<file path="config.mk">
export PLATFORM = sky130hd
export DESIGN_NAME = param_stack_alu
export DESIGN_NICKNAME = d
export VERILOG_FILES = /design/src/rtl/stack_alu_pkg.sv /design/src/rtl/stack_alu_mul_seq.sv /design/src/rtl/param_stack_alu.sv
export SDC_FILE = /design/constraint.sdc
export NUM_CORES = 1
export LEC_CHECK = 0
export CELL_PAD_IN_SITES_DETAIL_PLACEMENT = 1
export CELL_PAD_IN_SITES_GLOBAL_PLACEMENT = 1
export CORE_ASPECT_RATIO = 0.9
export CORE_MARGIN = 4
export CORE_UTILIZATION = 35
export CTS_CLUSTER_SIZE = 28
export DETAILED_ROUTE_END_ITERATION = 10
export PLACE_DENSITY = 0.57
export RECOVER_POWER = 50
export SLEW_MARGIN = 15
export SYNTH_ARGS = -nofsm -noshare
export SYNTH_HDL_FRONTEND = slang
export SYNTH_SLANG_ARGS = --single-unit
</file>
<file path="constraint.sdc">
create_clock -name clk -period 14.5 [get_ports clk]
set_input_delay 2.9 -clock clk [delete_from_list [all_inputs] [get_ports clk]]
set_output_delay 2.9 -clock clk [all_outputs]
set_load 0.02 [all_outputs]
</file>
<file path="src/rtl/stack_alu_pkg.sv">
// Shared opcode encodings and controller states for the stack-machine ALU.
package stack_alu_pkg;

  localparam logic [2:0] OP_NOP  = 3'b000;
  localparam logic [2:0] OP_PUSH = 3'b001;
  localparam logic [2:0] OP_POP  = 3'b010;
  localparam logic [2:0] OP_ADD  = 3'b011;
  localparam logic [2:0] OP_MUL  = 3'b100;
  localparam logic [2:0] OP_SUB  = 3'b101;
  localparam logic [2:0] OP_DUP  = 3'b110;
  localparam logic [2:0] OP_SWAP = 3'b111;

  typedef enum logic [1:0] {
    ST_IDLE     = 2'd0,
    ST_EXEC     = 2'd1,
    ST_MUL_BUSY = 2'd2
  } state_t;

endpackage

</file>
<file path="src/rtl/stack_alu_mul_seq.sv">
// N-cycle shift-add multiplier: start latches operands, done marks the final
// step, and product carries that step's result in the same cycle.
module stack_alu_mul_seq #(
  parameter int N = 4
) (
  input  logic           clk,
  input  logic           rst,
  input  logic           start,
  input  logic [N-1:0]   a,
  input  logic [N-1:0]   b,
  output logic           done,
  output logic [2*N-1:0] product
);

  localparam int CW = (N > 1) ? $clog2(N) : 1;

  logic           busy;
  logic [CW-1:0]  cnt;
  logic [2*N-1:0] mcand;
  logic [2*N-1:0] acc;
  logic [N-1:0]   mplier;
  logic [2*N-1:0] step_sum;

  assign step_sum = acc + (mplier[0] ? mcand : '0);
  assign done     = busy && (cnt == CW'(N - 1));
  assign product  = step_sum;

  // NOTE: sequential state uses non-blocking assignments so every register
  // samples pre-edge values regardless of statement order.
  always_ff @(posedge clk) begin
    if (rst) begin
      busy   <= 1'b0;
      cnt    <= '0;
      mcand  <= '0;
      acc    <= '0;
      mplier <= '0;
    end else if (start) begin
      busy   <= 1'b1;
      cnt    <= '0;
      mcand  <= {{N{1'b0}}, a};
      acc    <= '0;
      mplier <= b;
    end else if (busy) begin
      acc    <= step_sum;
      mcand  <= mcand << 1;
      mplier <= mplier >> 1;
      cnt    <= cnt + 1'b1;
      if (done) busy <= 1'b0;
    end
  end

endmodule

</file>
<file path="src/rtl/param_stack_alu.sv">
// Stack-machine ALU: LIFO operand stack, valid/ready command port, single-cycle
// ops plus a sequential multiply, with full/empty/underflow reporting.
module param_stack_alu
  import stack_alu_pkg::*;
#(
  parameter int N     = 4,
  parameter int DEPTH = 16
) (
  input  logic         clk,
  input  logic         rst,
  input  logic         op_valid,
  output logic         op_ready,
  input  logic [2:0]   opcode,
  input  logic [N-1:0] in,
  output logic [N-1:0] out,
  output logic         out_valid,
  output logic         overflow,
  output logic         error,
  output logic         empty,
  output logic         full
);

  localparam int AW = $clog2(DEPTH);
  localparam int SW = AW + 1;

  state_t         state, state_next;
  logic [SW-1:0]  sp;
  logic [N-1:0]   mem [DEPTH];

  logic [AW-1:0]  push_addr, top_addr, nos_addr;
  logic [N-1:0]   top, nos;
  logic           has1, has2, accept, reject;
  logic [N:0]     sum, diff;

  logic           swap_pending;
  logic [N-1:0]   swap_data;

  logic           mul_start, mul_done;
  logic [2*N-1:0] mul_product;

  logic           wr_en;
  logic [AW-1:0]  wr_addr;
  logic [N-1:0]   wr_data;

  // With sp==DEPTH the low AW bits wrap to 0, so top/nos still land on the
  // highest two entries.
  assign push_addr = sp[AW-1:0];
  assign top_addr  = push_addr - 1'b1;
  assign nos_addr  = push_addr - 2'd2;
  assign top       = mem[top_addr];
  assign nos       = mem[nos_addr];

  assign empty    = (sp == '0);
  assign full     = (sp == SW'(DEPTH));
  assign has1     = (sp >= SW'(1));
  assign has2     = (sp >= SW'(2));
  assign op_ready = (state == ST_IDLE);
  assign accept   = op_valid && op_ready;

  assign sum  = {1'b0, nos} + {1'b0, top};
  assign diff = {1'b0, nos} - {1'b0, top};

  always_comb begin
    reject = 1'b0;
    unique case (opcode)
      OP_PUSH:                        reject = full;
      OP_POP:                         reject = !has1;
      OP_DUP:                         reject = !has1 || full;
      OP_ADD, OP_SUB, OP_MUL, OP_SWAP: reject = !has2;
      default:                        reject = 1'b0;
    endcase
  end

  assign mul_start = accept && (opcode == OP_MUL) && !reject;

  stack_alu_mul_seq #(.N(N)) u_mul (
    .clk     (clk),
    .rst     (rst),
    .start   (mul_start),
    .a       (nos),
    .b       (top),
    .done    (mul_done),
    .product (mul_product)
  );

  always_comb begin
    state_next = state;
    unique case (state)
      ST_IDLE:     if (accept) state_next = mul_start ? ST_MUL_BUSY : ST_EXEC;
      ST_EXEC:     state_next = ST_IDLE;
      ST_MUL_BUSY: if (mul_done) state_next = ST_IDLE;
      default:     state_next = ST_IDLE;
    endcase
  end

  // SWAP needs two writes through the single port; the second lands in EXEC.
  always_comb begin
    wr_en   = 1'b0;
    wr_addr = '0;
    wr_data = '0;
    if (state == ST_EXEC && swap_pending) begin
      wr_en   = 1'b1;
      wr_addr = nos_addr;
      wr_data = swap_data;
    end else if (mul_done) begin
      wr_en   = 1'b1;
      wr_addr = nos_addr;
      wr_data = mul_product[N-1:0];
    end else if (accept && !reject) begin
      unique case (opcode)
        OP_PUSH: begin wr_en = 1'b1; wr_addr = push_addr; wr_data = in;          end
        OP_ADD:  begin wr_en = 1'b1; wr_addr = nos_addr;  wr_data = sum[N-1:0];  end
        OP_SUB:  begin wr_en = 1'b1; wr_addr = nos_addr;  wr_data = diff[N-1:0]; end
        OP_DUP:  begin wr_en = 1'b1; wr_addr = push_addr; wr_data = top;         end
        OP_SWAP: begin wr_en = 1'b1; wr_addr = top_addr;  wr_data = nos;         end
        default: wr_en = 1'b0;
      endcase
    end
  end

  // NOTE: the stack array is deliberately left out of reset so it maps onto
  // plain storage; SP alone defines which entries are meaningful.
  always_ff @(posedge clk) begin
    if (wr_en) mem[wr_addr] <= wr_data;
  end

  always_ff @(posedge clk) begin
    if (rst) begin
      state        <= ST_IDLE;
      sp           <= '0;
      out          <= '0;
      out_valid    <= 1'b0;
      overflow     <= 1'b0;
      error        <= 1'b0;
      swap_pending <= 1'b0;
      swap_data    <= '0;
    end else begin
      state     <= state_next;
      out_valid <= 1'b0;
      error     <= 1'b0;
      if (state == ST_EXEC) swap_pending <= 1'b0;

      if (accept) begin
        if (reject) begin
          error <= 1'b1;
        end else begin
          unique case (opcode)
            OP_PUSH: sp <= sp + 1'b1;
            OP_POP: begin
              out       <= top;
              sp        <= sp - 1'b1;
              out_valid <= 1'b1;
            end
            OP_ADD: begin
              out       <= sum[N-1:0];
              overflow  <= sum[N];
              sp        <= sp - 1'b1;
              out_valid <= 1'b1;
            end
            OP_SUB: begin
              out       <= diff[N-1:0];
              overflow  <= diff[N];
              sp        <= sp - 1'b1;
              out_valid <= 1'b1;
            end
            OP_DUP: begin
              out       <= top;
              sp        <= sp + 1'b1;
              out_valid <= 1'b1;
            end
            OP_SWAP: begin
              swap_pending <= 1'b1;
              swap_data    <= top;
            end
            default: ;
          endcase
        end
      end

      if (mul_done) begin
        out       <= mul_product[N-1:0];
        overflow  <= |mul_product[2*N-1:N];
        sp        <= sp - 1'b1;
        out_valid <= 1'b1;
      end
    end
  end

endmodule

</file>
**After elaboration in Yosys (flattened, before gate mapping)**

Memory sizes are Yosys's and may differ from the RTL's.
Index checks and enable logic that the tools add are counted.

- Add/sub/neg operators: 8
- Multiply operators: 0
- Divide/modulo/power cells: 0
- Order comparisons: 2
- Equal/unequal tests: 14
- Shift operators: 0
- Multiplexer cells: 48
- Bitwise logic cells: 2
- Reduce and logical (&&, ||, !) cells: 32

Operator list:

| operator | number |
|---|---|
| 4-bit two-way mux | 13 |
| 4-bit one-hot mux with 3 select lines | 2 |
| 1-bit two-way mux | 21 |
| 4-bit one-hot mux with 5 select lines | 1 |
| 5-bit two-way mux | 3 |
| 3-bit equality test, second input constant | 4 |
| 3-bit AND reduction | 4 |
| 4-bit OR reduction | 3 |
| 5-bit one-hot mux with 2 select lines | 1 |
| 2-bit OR reduction | 5 |
| 8-bit adder | 1 |
| 8-bit two-way mux | 1 |
| 3-bit by 2-bit equality test with 1-bit output, second input constant | 2 |
| 1-bit logical AND | 6 |
| 2-bit two-way mux | 3 |
| 3-bit nonzero test | 2 |
| 4-bit by 4-bit adder with 5-bit output | 1 |
| 5-bit by 1-bit adder with 5-bit output, second input constant | 1 |
| 5-bit equality test, second input constant | 1 |
| 5-bit by 1-bit >= comparator with 1-bit output, second input constant | 1 |
| 5-bit by 2-bit >= comparator with 1-bit output, second input constant | 1 |
| 5-bit zero test | 1 |
| 5-bit OR reduction | 1 |
| 4-bit by 4-bit subtractor with 5-bit output | 1 |
| 20 further kinds | 26 |

- Register bits: 42
- Latch bits: 0
- Memory bits (writable): 64
- Memory bits (read-only): 0
- Bits of input ports: 10
- Output and inout port bits: 10
- Word-level logic and storage cells: 121
- Memories kept: 1

Memories:

| memory | words | bits a word | read ports | clocked after memory_dff | write ports | line | text |
|---|---|---|---|---|---|---|---|
| mem | 16 | 4 | 2 | 0 | 1 | param_stack_alu.sv:28 | `logic [N-1:0] mem [DEPTH];` |

**Depth between registers and ports, before layout**

Gate-level depths: netlist of run 1.

- Depth in word-level cells: 11
- Gate-level depth with buffers: 19
- Depth with buffers taken out: 15

**By module**

From an unflattened synthesis of run 1, not the netlist that was laid out.

- Cell total of the unflattened synthesis: 590
- Area total of the unflattened synthesis: 6468.7 um^2

Modules (own cells, without submodules):

| module | instances | cells an instance | area each (um^2) | seq. area each (um^2) |
|---|---|---|---|---|
| param_stack_alu | 1 | 436 | 5142.4 | 2302.2 |
| stack_alu_mul_seq | 1 | 154 | 1326.3 | 460.4 |

**Worst setup path after synthesis of run 1**

OpenSTA, ideal clock, no wires.

- Kind: input to register
- From: in opcode[1]
- To: mem mem[0][1], data pin
- Library setup time: 0.348 ns
- Arrival: 5.090 ns
- Required time: 14.152 ns
- Slack: 9.062 ns
- Stages on the path: 9
- Path buffers: 3
- Cells stage by stage: buf_2 -> and3b_1 -> buf_2 -> o2111a_1 -> a31oi_2 -> buf_4 -> nand3_1 -> o21a_1 -> a221oi_1

- Cells in the longest elaborated chain, start to end: 8
- Elaborated cells between the ends (all ways): 15
- Classes of those cells: 7 x eq/ne; 5 x mux; 3 x reduce/logical

Ends and longest elaborated chain:

| what | line | text |
|---|---|---|
| start: declaration | param_stack_alu.sv:13 | `input logic [2:0] opcode,` |
| 3-bit equality test, or another cell as far along | param_stack_alu.sv:65 | `unique case (opcode)` |
| 4-bit OR reduction | param_stack_alu.sv:65 |  |
| 1-bit one-hot mux with 4 select lines | param_stack_alu.sv:65 |  |
| 1-bit zero test | param_stack_alu.sv:109 | `end else if (accept && !reject) begin` |
| 1-bit logical AND | param_stack_alu.sv:109 |  |
| 4-bit two-way mux * | param_stack_alu.sv:109 |  |
| 4-bit two-way mux * | param_stack_alu.sv:105 | `end else if (mul_done) begin` |
| 4-bit two-way mux * | param_stack_alu.sv:101 | `if (state == ST_EXEC && swap_pending) begin` |
| via wr_data[1] | param_stack_alu.sv:43 | `logic [N-1:0] wr_data;` |
| end: declaration | param_stack_alu.sv:28 |  |

The timed path passes the listed nets; every way through them passes the cells marked *.

**Worst setup path in the final report of run 1**

- From: reg sp[0]
- To: mem mem[7][3], data pin

- Elaborated cells between the ends (all ways): 18
- Classes of those cells: 4 x add/sub; 2 x order compare; 1 x eq/ne; 5 x mux; 5 x reduce/logical; 1 x memory

RTL lines:

| what | line | text |
|---|---|---|
| start: declaration | param_stack_alu.sv:27 | `logic [SW-1:0] sp;` |
| start signal: assignment | param_stack_alu.sv:148 | `OP_PUSH: sp <= sp + 1'b1;` |
| start signal: assignment | param_stack_alu.sv:151 | `sp <= sp - 1'b1;` |
| start signal: assignment | param_stack_alu.sv:157 | `sp <= sp - 1'b1;` |
| 4-bit by 1-bit subtractor with 4-bit output * | param_stack_alu.sv:48 | `assign top_addr = push_addr - 1'b1;` |
| memory 16 x 4 bit * | n/a |  |
| via top[2] | param_stack_alu.sv:31 | `logic [N-1:0] top, nos;` |
| 4-bit by 4-bit subtractor with 5-bit output or 4-bit by 4-bit adder with 5-bit output (tied branches) | param_stack_alu.sv:61, param_stack_alu.sv:60 |  |
| 4-bit one-hot mux with 5 select lines * | param_stack_alu.sv:110 | `unique case (opcode)` |
| 4-bit two-way mux * | param_stack_alu.sv:109 |  |
| 4-bit two-way mux * | param_stack_alu.sv:105 |  |
| 4-bit two-way mux * | param_stack_alu.sv:101 |  |
| via wr_data[3] | param_stack_alu.sv:43 |  |

Marks and branches as above.

==> results.yml, run 1 <==
finish:
  final_cell_mix: "edfxtp_1 (64), nor2_1 (63), dfxtp_1 (42), mux4_2 (35), nand2_1 (35)"
  n_antenna_cell: 0
  fin_area_mm2: 0.00698
  final_common_cell: "edfxtp_1"
  syn_to_final_growth_pct: 9.62
  multi_input_area_mm2: 0.00333
  drive_above_1_share_pct: 11.0
  finalCoreUtilization_pct: 39.4
  stdcell_count: 814
  fill_cells: 1980
  final_nets: 606
  register_area_mm2: 0.00276
job:
  maxCapViolCount: 1
clock_tree:
  cts.hold.buffers_added: 0
  cts_setup_buffers: 0
  root_buffer: "clkbuf_16"
  clock-sinks: 106
  cts_tree: "yes"
  cts_resized: 0
  cts.clk_slew.worst_paths_ns: 0.08
  clock_latency_ns: 0.36
  cts_made_buffers: 9
  cts_max_level: 3
  clk_path_buf_depth: 2
logic_synthesis:
  synthDominantCellAreaShare_pct: 30.2
  synth_nets: 609
  synth_enable_flop_cells: 64
  yosys_warnings: 0
  syn_area_mm2: 0.00637
  ys_ff_latch: 106
  ys_top_cells_by_area: "edfxtp_1 (30%), dfxtp_1 (13%), mux4_2 (12%)"
  yosys.area.top_type: "edfxtp_1"
  ys_seq_area_share_pct: 43.4
  synth_area_per_cell_um2: 11.1
  postSynthCellCount: 572
  synthArstFlopShare_pct: 0
  ys.flop_type: "edfxtp_1"
  yosysUniqueCellTypes: 67
placed_design:
  gp_congestion: 0.811
  io_buffers: 19
  placed_cell_area_mm2: 0.00674
  placedCellCount: 798
  hpwl_um: 12600
  dpl_worst_slack_ns: 7.45
detailed_routing:
  avgViaCountPerCell: 5.67
  first_pass_iters: 4
  routedWlPerCell_um: 22.1
  drt_wl_total_um: 18000
  post-route-drc-count: 0
  drt_iter0_drc: 269
  ant_nets: 0
  num_vias: 4615
floorplan:
  io_pins: 20
  num_rows: 46
  die_w_um: 150
  dieArea_mm2: 0.0204
  core_area_mm2: 0.0177
  start_util_pct: 35.9
  die_h_um: 136
sta:
  setup_viol: 0
  tightest_slew_ns: 2.43
  slew_viol_final: 36
  fin_ws_ns: 6.24
  layout_min_cycle_time_ns: 8.26
  rsz0062_at_grt: "false"
  fin_crit_sh_pct: 56.9
  fmax_ghz: 0.121
  setup-tns-final_ns: 0
  finalHoldViolations: 0
  final.setup_skew_ns: 0.00925
  fin_hold_ws_ns: 0.499
  maxSlewHeadroom_pct: -62.1
critical_path:
  startpoint_type: "flip-flop"
  r2r-start: "sp[0]"
  critical_path.top_delay_family: "buffers and inverters"
  cp_slowest_stage_delay_ns: 1.71
  critPathMaxFanout: 35
  critPathBufInv: 3
  path_class: "reg -> reg"
  worstPathArrival_ns: 8.26
  end_kind: "flip-flop"
  cp_cell_sequence: "clkbuf_1 > inv_1 > ha_1 > mux4_2 > nand2_1 > a31oi_1 > inv_1 > ha_1 > nor3b_1 > a211oi_1 > mux2_2 > a21oi_1 > a31oi_1 > a221o_1"
  crit_path_start: "sp[0]"
  ff2ff_setup_slack_ns: 6.24
  critical_path_depth: 14
  worstPathRequired_ns: 14.51
  slowest_stage: "clkbuf_1"
  r2r_cells: 14
grt:
  grt_pass1_wl_um: 28600
  antenna_found_initial: 0
  grt_max_degree: 36
  grt_pass1_vias: 4714
  grt_usage_pct: 18.5
  grt.overflow.total: 0
power:
  p_int_uw: 572
  p_sw_share_pct: 35.5
  power.total_uw: 886
  p_sw_uw: 314
  pwr-share-comb_pct: 35.2
  p_clk_share_pct: 27.2
  peakVddDrop_mv: 0.0501
  leakagePower_nw: 2.42
  powerDensity_mw_per_mm2: 127
  p_seq_share_pct: 37.5
hold_path:
  hold_path_startpoint: "swap_data[3]"
  hold_depth: 2
  min_path_type: "reg -> reg"
run_status:
  status: "complete, but fails checks"
  violations: "max-capacitance violations, max-slew violations"
-- synth_stat cells, types with 4 or more instances --
cell type  count
edfxtp_1      64
nor2_1        63
dfxtp_1       42
mux4_2        35
nand2_1       35
mux2i_1       33
ha_1          24
clkbuf_1      22
a21oi_1       20
inv_1         20
o21ai_0       20
a211oi_1      17
nand3_1       12
nor3_1        12
and2_1        11
buf_2         10
nor2b_1        9
xnor2_1        8
a31oi_1        7
nand2b_1       7
a221oi_1       6
nand3b_1       6
o211ai_1       6
o21a_1         6
nor3b_1        5
xor2_1         4
-- routing by layer --
layer	global-route usage [%]	part of all wire (%)	up-vias
li1	-	-	2141
met4	3.51	0.86	0
met2	28.8	47	107
met5	0	0	-
met1	27.4	48	2354
met3	3.23	4.5	13
-- layout make-up --
| class | count | share of cell area (%) |
|---|---|---|
| clock buffer | 9 | 3.22 |
| clock inverter | 7 | 0.860 |
| inverter | 21 | 1.13 |
| multi-input combinational | 406 | 47.7 |
| sequential | 106 | 39.6 |
| tap | 240 | 4.30 |
| timing repair buffer | 25 | 3.26 |
-- tightest hold or removal path: cells and delay by family (launching register included) --
kind | cells | cell delay, ns
and+or+nand+nor | 1 | 0.07
muxes | 1 | 0.07
DFF | 1 | 0.33
-- cell families after synthesis --
| logic type | after synthesis | share of synthesized area [%] |
|---|---|---|
| and+or+nand+nor | 182 | 14.2 |
| AOI/OAI and AO/OA | 113 | 12.5 |
| DFF | 106 | 43.4 |
| muxes | 70 | 17.9 |
| buffers and inverters | 60 | 4.03 |
| adders and majority gates | 27 | 5.66 |
| xor gates and xnor gates | 14 | 2.34 |
-- registers in the layout, indices dropped and copies added, names as in the netlist --
register / cells
overflow: 1
mem: 64
u_mul.busy: 1
out: 4
swap_data: 4
state: 2
sp: 5
u_mul.mplier: 4
out_valid: 1
u_mul.acc: 8
error: 1
swap_pending: 1
u_mul.cnt: 2
u_mul.mcand: 8
-- path summary, 6_finish.rpt --
check | end
worst max-delay path | mem[7][3]
worst min-delay path | swap_data[3]
worst max register to register | mem[7][3]
worst min register to register | swap_data[3]
-- power groups by stage --
stage	logic, mW	registers, mW	clock network [mW]
6_report	0.312	0.333	0.241
5_1_grt	0.343	0.334	0.263
4_1_cts	0.319	0.333	0.249
3_5_place_dp	0.318	0.340	0
3_3_place_gp	0.314	0.339	0
2_1_floorplan	0.228	0.339	0
No activity file was read; power rests on OpenSTA's default activity.
==> run 2: changes to the inputs <==
==> constraint.sdc (replaced) <==
create_clock -name clk -period 8.2 [get_ports clk]
set_input_delay 1.64 -clock clk [delete_from_list [all_inputs] [get_ports clk]]
set_output_delay 1.64 -clock clk [all_outputs]
set_load 0.02 [all_outputs]
==> run 2 against run 1 <==
The run now ends clean. Worst hold slack got worse by 0.0033 ns. Critical endpoint unchanged. Sequential share of layout area fell by 0.32 points. Clock-buffer cell count unchanged. Register-to-register slack worse by 4.1 ns. Design area rose by 0.82%. Core utilization rose by 0.32 points. Highest routed layer unchanged. Clock skew grew 0.0029 ns.
==> results.yml, run 2 (synthesis gave the netlist of run 1 again) <==
run_status:
  status: "completed"
power:
  p_seq_share_pct: 36.2
  pwr-share-comb_pct: 33.8
  leakagePower_nw: 2.45
  peakVddDrop_mv: 0.0982
  p_sw_uw: 551
  p_clk_share_pct: 30.0
  powerDensity_mw_per_mm2: 231
  p_sw_share_pct: 33.9
  p_int_mw: 1.07
detailed_routing:
  num_vias: 4648
  first_pass_iters: 5
  ant_nets: 0
  post-route-drc-count: 0
  drt_iter0_drc: 328
  routedWlPerCell_um: 22.1
  drt_wl_total_um: 18000
  avgViaCountPerCell: 5.71
grt:
  grt.overflow.total: 0
  grt_pass1_wl_um: 28300
  antenna_found_initial: 0
  grt_max_degree: 36
  grt_pass1_vias: 4701
  grt_usage_pct: 18.3
floorplan:
  core_area_mm2: 0.0177
  die_w_um: 150
  start_util_pct: 35.9
  num_rows: 46
  die_h_um: 136
  dieArea_mm2: 0.0204
  io_pins: 20
critical_path:
  path_class: "reg -> reg"
  critical_path.top_delay_family: "compound AO/OA/AOI/OAI gates"
  r2r-start: "sp[0]"
  critPathMaxFanout: 35
  critPathBufInv: 3
  crit_end: "mem[7][3]"
  worstPathRequired_ns: 8.20
  r2r_cells: 15
  worstPathArrival_ns: 6.02
  reg2reg_to: "mem[7][3]"
  crit_path_start: "sp[0]"
  slowest_stage: "ha_1"
  startpoint_type: "flip-flop"
  end_kind: "flip-flop"
  cp_slowest_stage_delay_ns: 0.98
  ff2ff_setup_slack_ns: 2.18
  cp_cell_sequence: "buf_4 > inv_1 > ha_1 > mux4_2 > nor2b_1 > a211oi_1 > a31oi_1 > inv_1 > ha_1 > nor3b_1 > a211oi_1 > mux2_2 > a21oi_1 > a31oi_1 > a221o_1"
  critical_path_depth: 15
clock_tree:
  cts.clk_slew.worst_paths_ns: 0.07
  clock-sinks: 106
  clock_latency_ns: 0.36
  cts_tree: "yes"
  cts_made_buffers: 9
  cts.hold.buffers_added: 0
  cts_max_level: 3
  cts_setup_buffers: 0
  cts_resized: 0
  root_buffer: "clkbuf_16"
  clk_path_buf_depth: 2
sta:
  layout_min_cycle_time_ns: 6.02
  fin_crit_sh_pct: 73.4
  final.setup_skew_ns: 0.0122
  tightest_slew_ns: 1.10
  setup_viol: 0
  maxSlewHeadroom_pct: 26.5
  rsz0062_at_grt: "false"
  finalHoldViolations: 0
  setup-tns-final_ns: 0
  slew_viol_final: 0
  fmax_ghz: 0.166
job:
  maxCapViolCount: 0
hold_path:
  min_path_type: "reg -> reg"
placed_design:
  gp_congestion: 0.838
  io_buffers: 19
  hpwl_um: 12900
  placedCellCount: 798
finish:
  largest_reg_flops: 64
  n_antenna_cell: 0
  register_area_mm2: 0.00276
  fill_cells: 1963
  final_cell_mix: "edfxtp_1 (64), nor2_1 (63), dfxtp_1 (42), mux4_2 (35), nand2_1 (35)"
  top_register: "mem"
  final_nets: 606
  multi_input_area_mm2: 0.00333
  reg_top3: "mem (64), u_mul.acc (8), u_mul.mcand (8)"
  finalCoreUtilization_pct: 39.7
  drive_above_1_share_pct: 11.5
  final_common_cell: "edfxtp_1"
  stdcell_count: 814
  syn_to_final_growth_pct: 10.5
run 2: layout make-up:
class	count	area share [%]
sequential	106	39.2
inverter	21	1.12
clock buffer	9	3.20
tap	240	4.26
timing repair buffer	25	3.34
clock inverter	7	1.49
multi-input combinational	406	47.4
run 2: how the worst min path moves through the flow:
stage | cells after the start | slack, ns | end | startpoint
2_1_floorplan | 2 | 0.46 | u_mul.mcand[7] | u_mul.mcand[7]
3_3_place_gp | 2 | 0.47 | swap_pending | swap_pending
3_5_place_dp | 2 | 0.49 | swap_pending | swap_pending
4_1_cts | 2 | 0.50 | swap_pending | swap_pending
5_1_grt | 2 | 0.52 | u_mul.acc[1] | u_mul.acc[1]
6_report | 2 | 0.50 | swap_pending | swap_pending
run 2: worst min-delay path: stages (launching register included):
cell and delay [ns]:
dfxtp_1 0.32, o21ai_0 0.07, a21oi_1 0.06
run 2: routing by layer:
layer	vias to the layer above	track usage, %	wire, um
li1	2147	-	-
met1	2355	26.0	8310
met2	123	28.4	8440
met3	23	4.07	985
met4	0	5.08	273
met5	-	0	0
run 2: stage by stage:
step           total power, mW  instance area (um^2)  setup WS [ns]  hold slack, ns
4_1_cts                   1.65                  7070           2.51           0.496
3_3_place_gp              1.15                  6740           2.63           0.475
2_1_floorplan             1.00                  6370           3.27           0.460
6_report                  1.63                  7040           2.18           0.496
3_5_place_dp              1.16                  6740           2.43           0.486
5_1_grt                   1.72                  7040           1.65           0.522
run 2: power groups by stage:
stage	registers [mW]	logic [mW]	clock network (mW)
2_1_floorplan	0.600	0.403	0
3_3_place_gp	0.600	0.549	0
3_5_place_dp	0.601	0.559	0
4_1_cts	0.588	0.562	0.498
5_1_grt	0.590	0.604	0.523
6_report	0.588	0.549	0.488
==> run 3: changes to the inputs <==
--- a/config.mk
+++ b/config.mk
@@ -12,7 +12,7 @@
 export CORE_UTILIZATION = 35
 export CTS_CLUSTER_SIZE = 28
 export DETAILED_ROUTE_END_ITERATION = 10
-export PLACE_DENSITY = 0.57
+export PLACE_DENSITY = 0.6
 export RECOVER_POWER = 50
 export SLEW_MARGIN = 15
 export SYNTH_ARGS = -nofsm -noshare
==> constraint.sdc (replaced) <==
create_clock -name clk -period 5 [get_ports clk]
set_input_delay 1 -clock clk [delete_from_list [all_inputs] [get_ports clk]]
set_output_delay 1 -clock clk [all_outputs]
set_load 0.02 [all_outputs]
==> run 3 against run 2 <==
Via count rose by 1.0%. Design area rose by 1.5%. Non-clock buffer count rose by 21. Clock skew fell by 0.0025 ns. Setup slack got worse by 1.8 ns. Die area did not move. Largest cell class unchanged. Highest routed layer unchanged.
==> results.yml, run 3 (synthesis gave the netlist of run 1 again) <==
critical_path:
  ff2ff_setup_slack_ns: 0.36
  startpoint_type: "flip-flop"
  worstPathArrival_ns: 4.72
  reg2reg_to: "mem[0][2]"
  end_kind: "flip-flop"
  worstPathRequired_ns: 5.09
  r2r_cells: 14
  critPathMaxFanout: 16
  path_class: "reg -> reg"
  r2r-start: "sp[2]"
floorplan:
  die_w_um: 150
  die_h_um: 136
  io_pins: 20
  start_util_pct: 35.9
  core_area_mm2: 0.0177
  dieArea_mm2: 0.0204
  num_rows: 46
hold_path:
  min_path_type: "reg -> reg"
  hold_depth: 2
  holdPathEnd: "swap_pending"
  hold_path_startpoint: "swap_pending"
clock_tree:
  cts_setup_buffers: 0
  cts.clk_slew.worst_paths_ns: 0.08
  cts_made_buffers: 9
  cts_resized: 0
  clk_path_buf_depth: 2
  cts.hold.buffers_added: 0
  clock_latency_ns: 0.36
  root_buffer: "clkbuf_16"
  cts_max_level: 3
  clock-sinks: 106
  cts_tree: "yes"
detailed_routing:
  drt_iter0_drc: 321
  num_vias: 4695
  avgViaCountPerCell: 5.63
  ant_nets: 0
  first_pass_iters: 5
  post-route-drc-count: 0
  drt_wl_total_um: 18200
  routedWlPerCell_um: 21.9
grt:
  grt_max_degree: 35
  grt_usage_pct: 18.8
  grt_pass1_wl_um: 29000
  antenna_found_initial: 0
  grt.overflow.total: 0
  grt_pass1_vias: 4833
sta:
  fin_hold_ws_ns: 0.494
  fin_crit_sh_pct: 92.7
  fmax_ghz: 0.216
  finalHoldViolations: 0
  final.setup_skew_ns: 0.00969
  fin_ws_ns: 0.363
  setup_viol: 0
  slew_viol_final: 0
  rsz0062_at_grt: "false"
  setup-tns-final_ns: 0
  layout_min_cycle_time_ns: 4.64
  tightest_slew_ns: 1.16
  maxSlewHeadroom_pct: 22.6
finish:
  largest_reg_flops: 64
  reg_top3: "mem (64), u_mul.acc (8), u_mul.mcand (8)"
  n_antenna_cell: 0
  final_common_cell: "edfxtp_1"
  fin_area_mm2: 0.00715
  top_register: "mem"
  drive_above_1_share_pct: 14.0
  final_cell_mix: "edfxtp_1 (64), nor2_1 (63), dfxtp_1 (41), mux4_2 (35), nand2_1 (35)"
  fill_cells: 1981
  finalCoreUtilization_pct: 40.3
  syn_to_final_growth_pct: 12.2
  final_nets: 627
job:
  maxCapViolCount: 0
placed_design:
  hpwl_um: 13400
  gp_congestion: 0.868
  placed_cell_area_mm2: 0.00691
  dpl_worst_slack_ns: 0.247
  io_buffers: 19
power:
  leakagePower_nw: 2.51
  peakVddDrop_mv: 0.168
  powerDensity_mw_per_mm2: 364
run_status:
  status: "completed"
## run 3: cell types whose count changed in the layout (fill, tap and decap cells not counted), moves of 2 or more
| cell | previous run | this run |
|---|---|---|
| bufinv_16 | 2 | 0 |
| clkbuf_1 | 0 | 6 |
| buf_4 | 6 | 20 |
| dlygate4sd3_1 | 9 | 11 |
| clkdlybuf4s50_1 | 10 | 8 |
## run 3: worst max path at each step
stage | startpoint | end | cells past startpoint
2_1_floorplan | sp[0] | mem[0][1] | 17
3_3_place_gp | opcode[1] | mem[4][1] | 8
3_5_place_dp | opcode[1] | mem[4][1] | 8
4_1_cts | sp[2] | mem[6][2] | 14
5_1_grt | sp[2] | mem[6][2] | 14
6_report | sp[2] | mem[0][2] | 14
## run 3: metrics by stage
step	instances	power, mW
2_1_floorplan	572	1.64
4_1_cts	834	2.64
5_1_grt	834	2.76
3_3_place_gp	819	1.92
3_5_place_dp	819	1.95
6_report	834	2.60
## run 3: power by group
group	internal [mW]	switching [mW]	leakage, nW
Clock	0.342	0.343	0.135
Sequential	0.949	0.0165	0.932
Combinational	0.397	0.555	1.45
## run 3: area by class of cell
| class | instances | area [um^2] | area share, % |
|---|---|---|---|
| flip-flops and latches | 106 | 2760 | 38.7 |
| well taps | 240 | 300 | 4.20 |
| multi-input cells | 406 | 3350 | 46.8 |
| repair buffers | 46 | 383 | 5.36 |
| inverters | 21 | 78.8 | 1.10 |
| clock buffers | 9 | 225 | 3.15 |
| clock inverters | 6 | 47.5 | 0.665 |
## run 3: layer usage
metal / routed length [um] / global-route usage [%] / part of all wire, % / up-vias
met2: 8420 / 29.2 / 46 / 102
met5: 0 / 0 / 0 / -
met1: 8930 / 27.9 / 49 / 2388
met3: 707 / 3.10 / 3.9 / 15
li1: - / - / - / 2190
met4: 178 / 3.81 / 0.98 / 0
## run 3: critical path, cell delays in order, from the launching register on
cell       delay [ns]
dfxtp_1          0.63
inv_1            0.13
ha_1             0.67
mux4_2           0.33
nand2_1          0.06
a31oi_1          0.61
inv_1            0.21
fa_1             0.52
xnor2_1          0.18
nand2_1          0.06
o21ai_0          0.10
o2111ai_1        0.19
a221oi_1         0.33
a311oi_2         0.08
buf_4            0.25
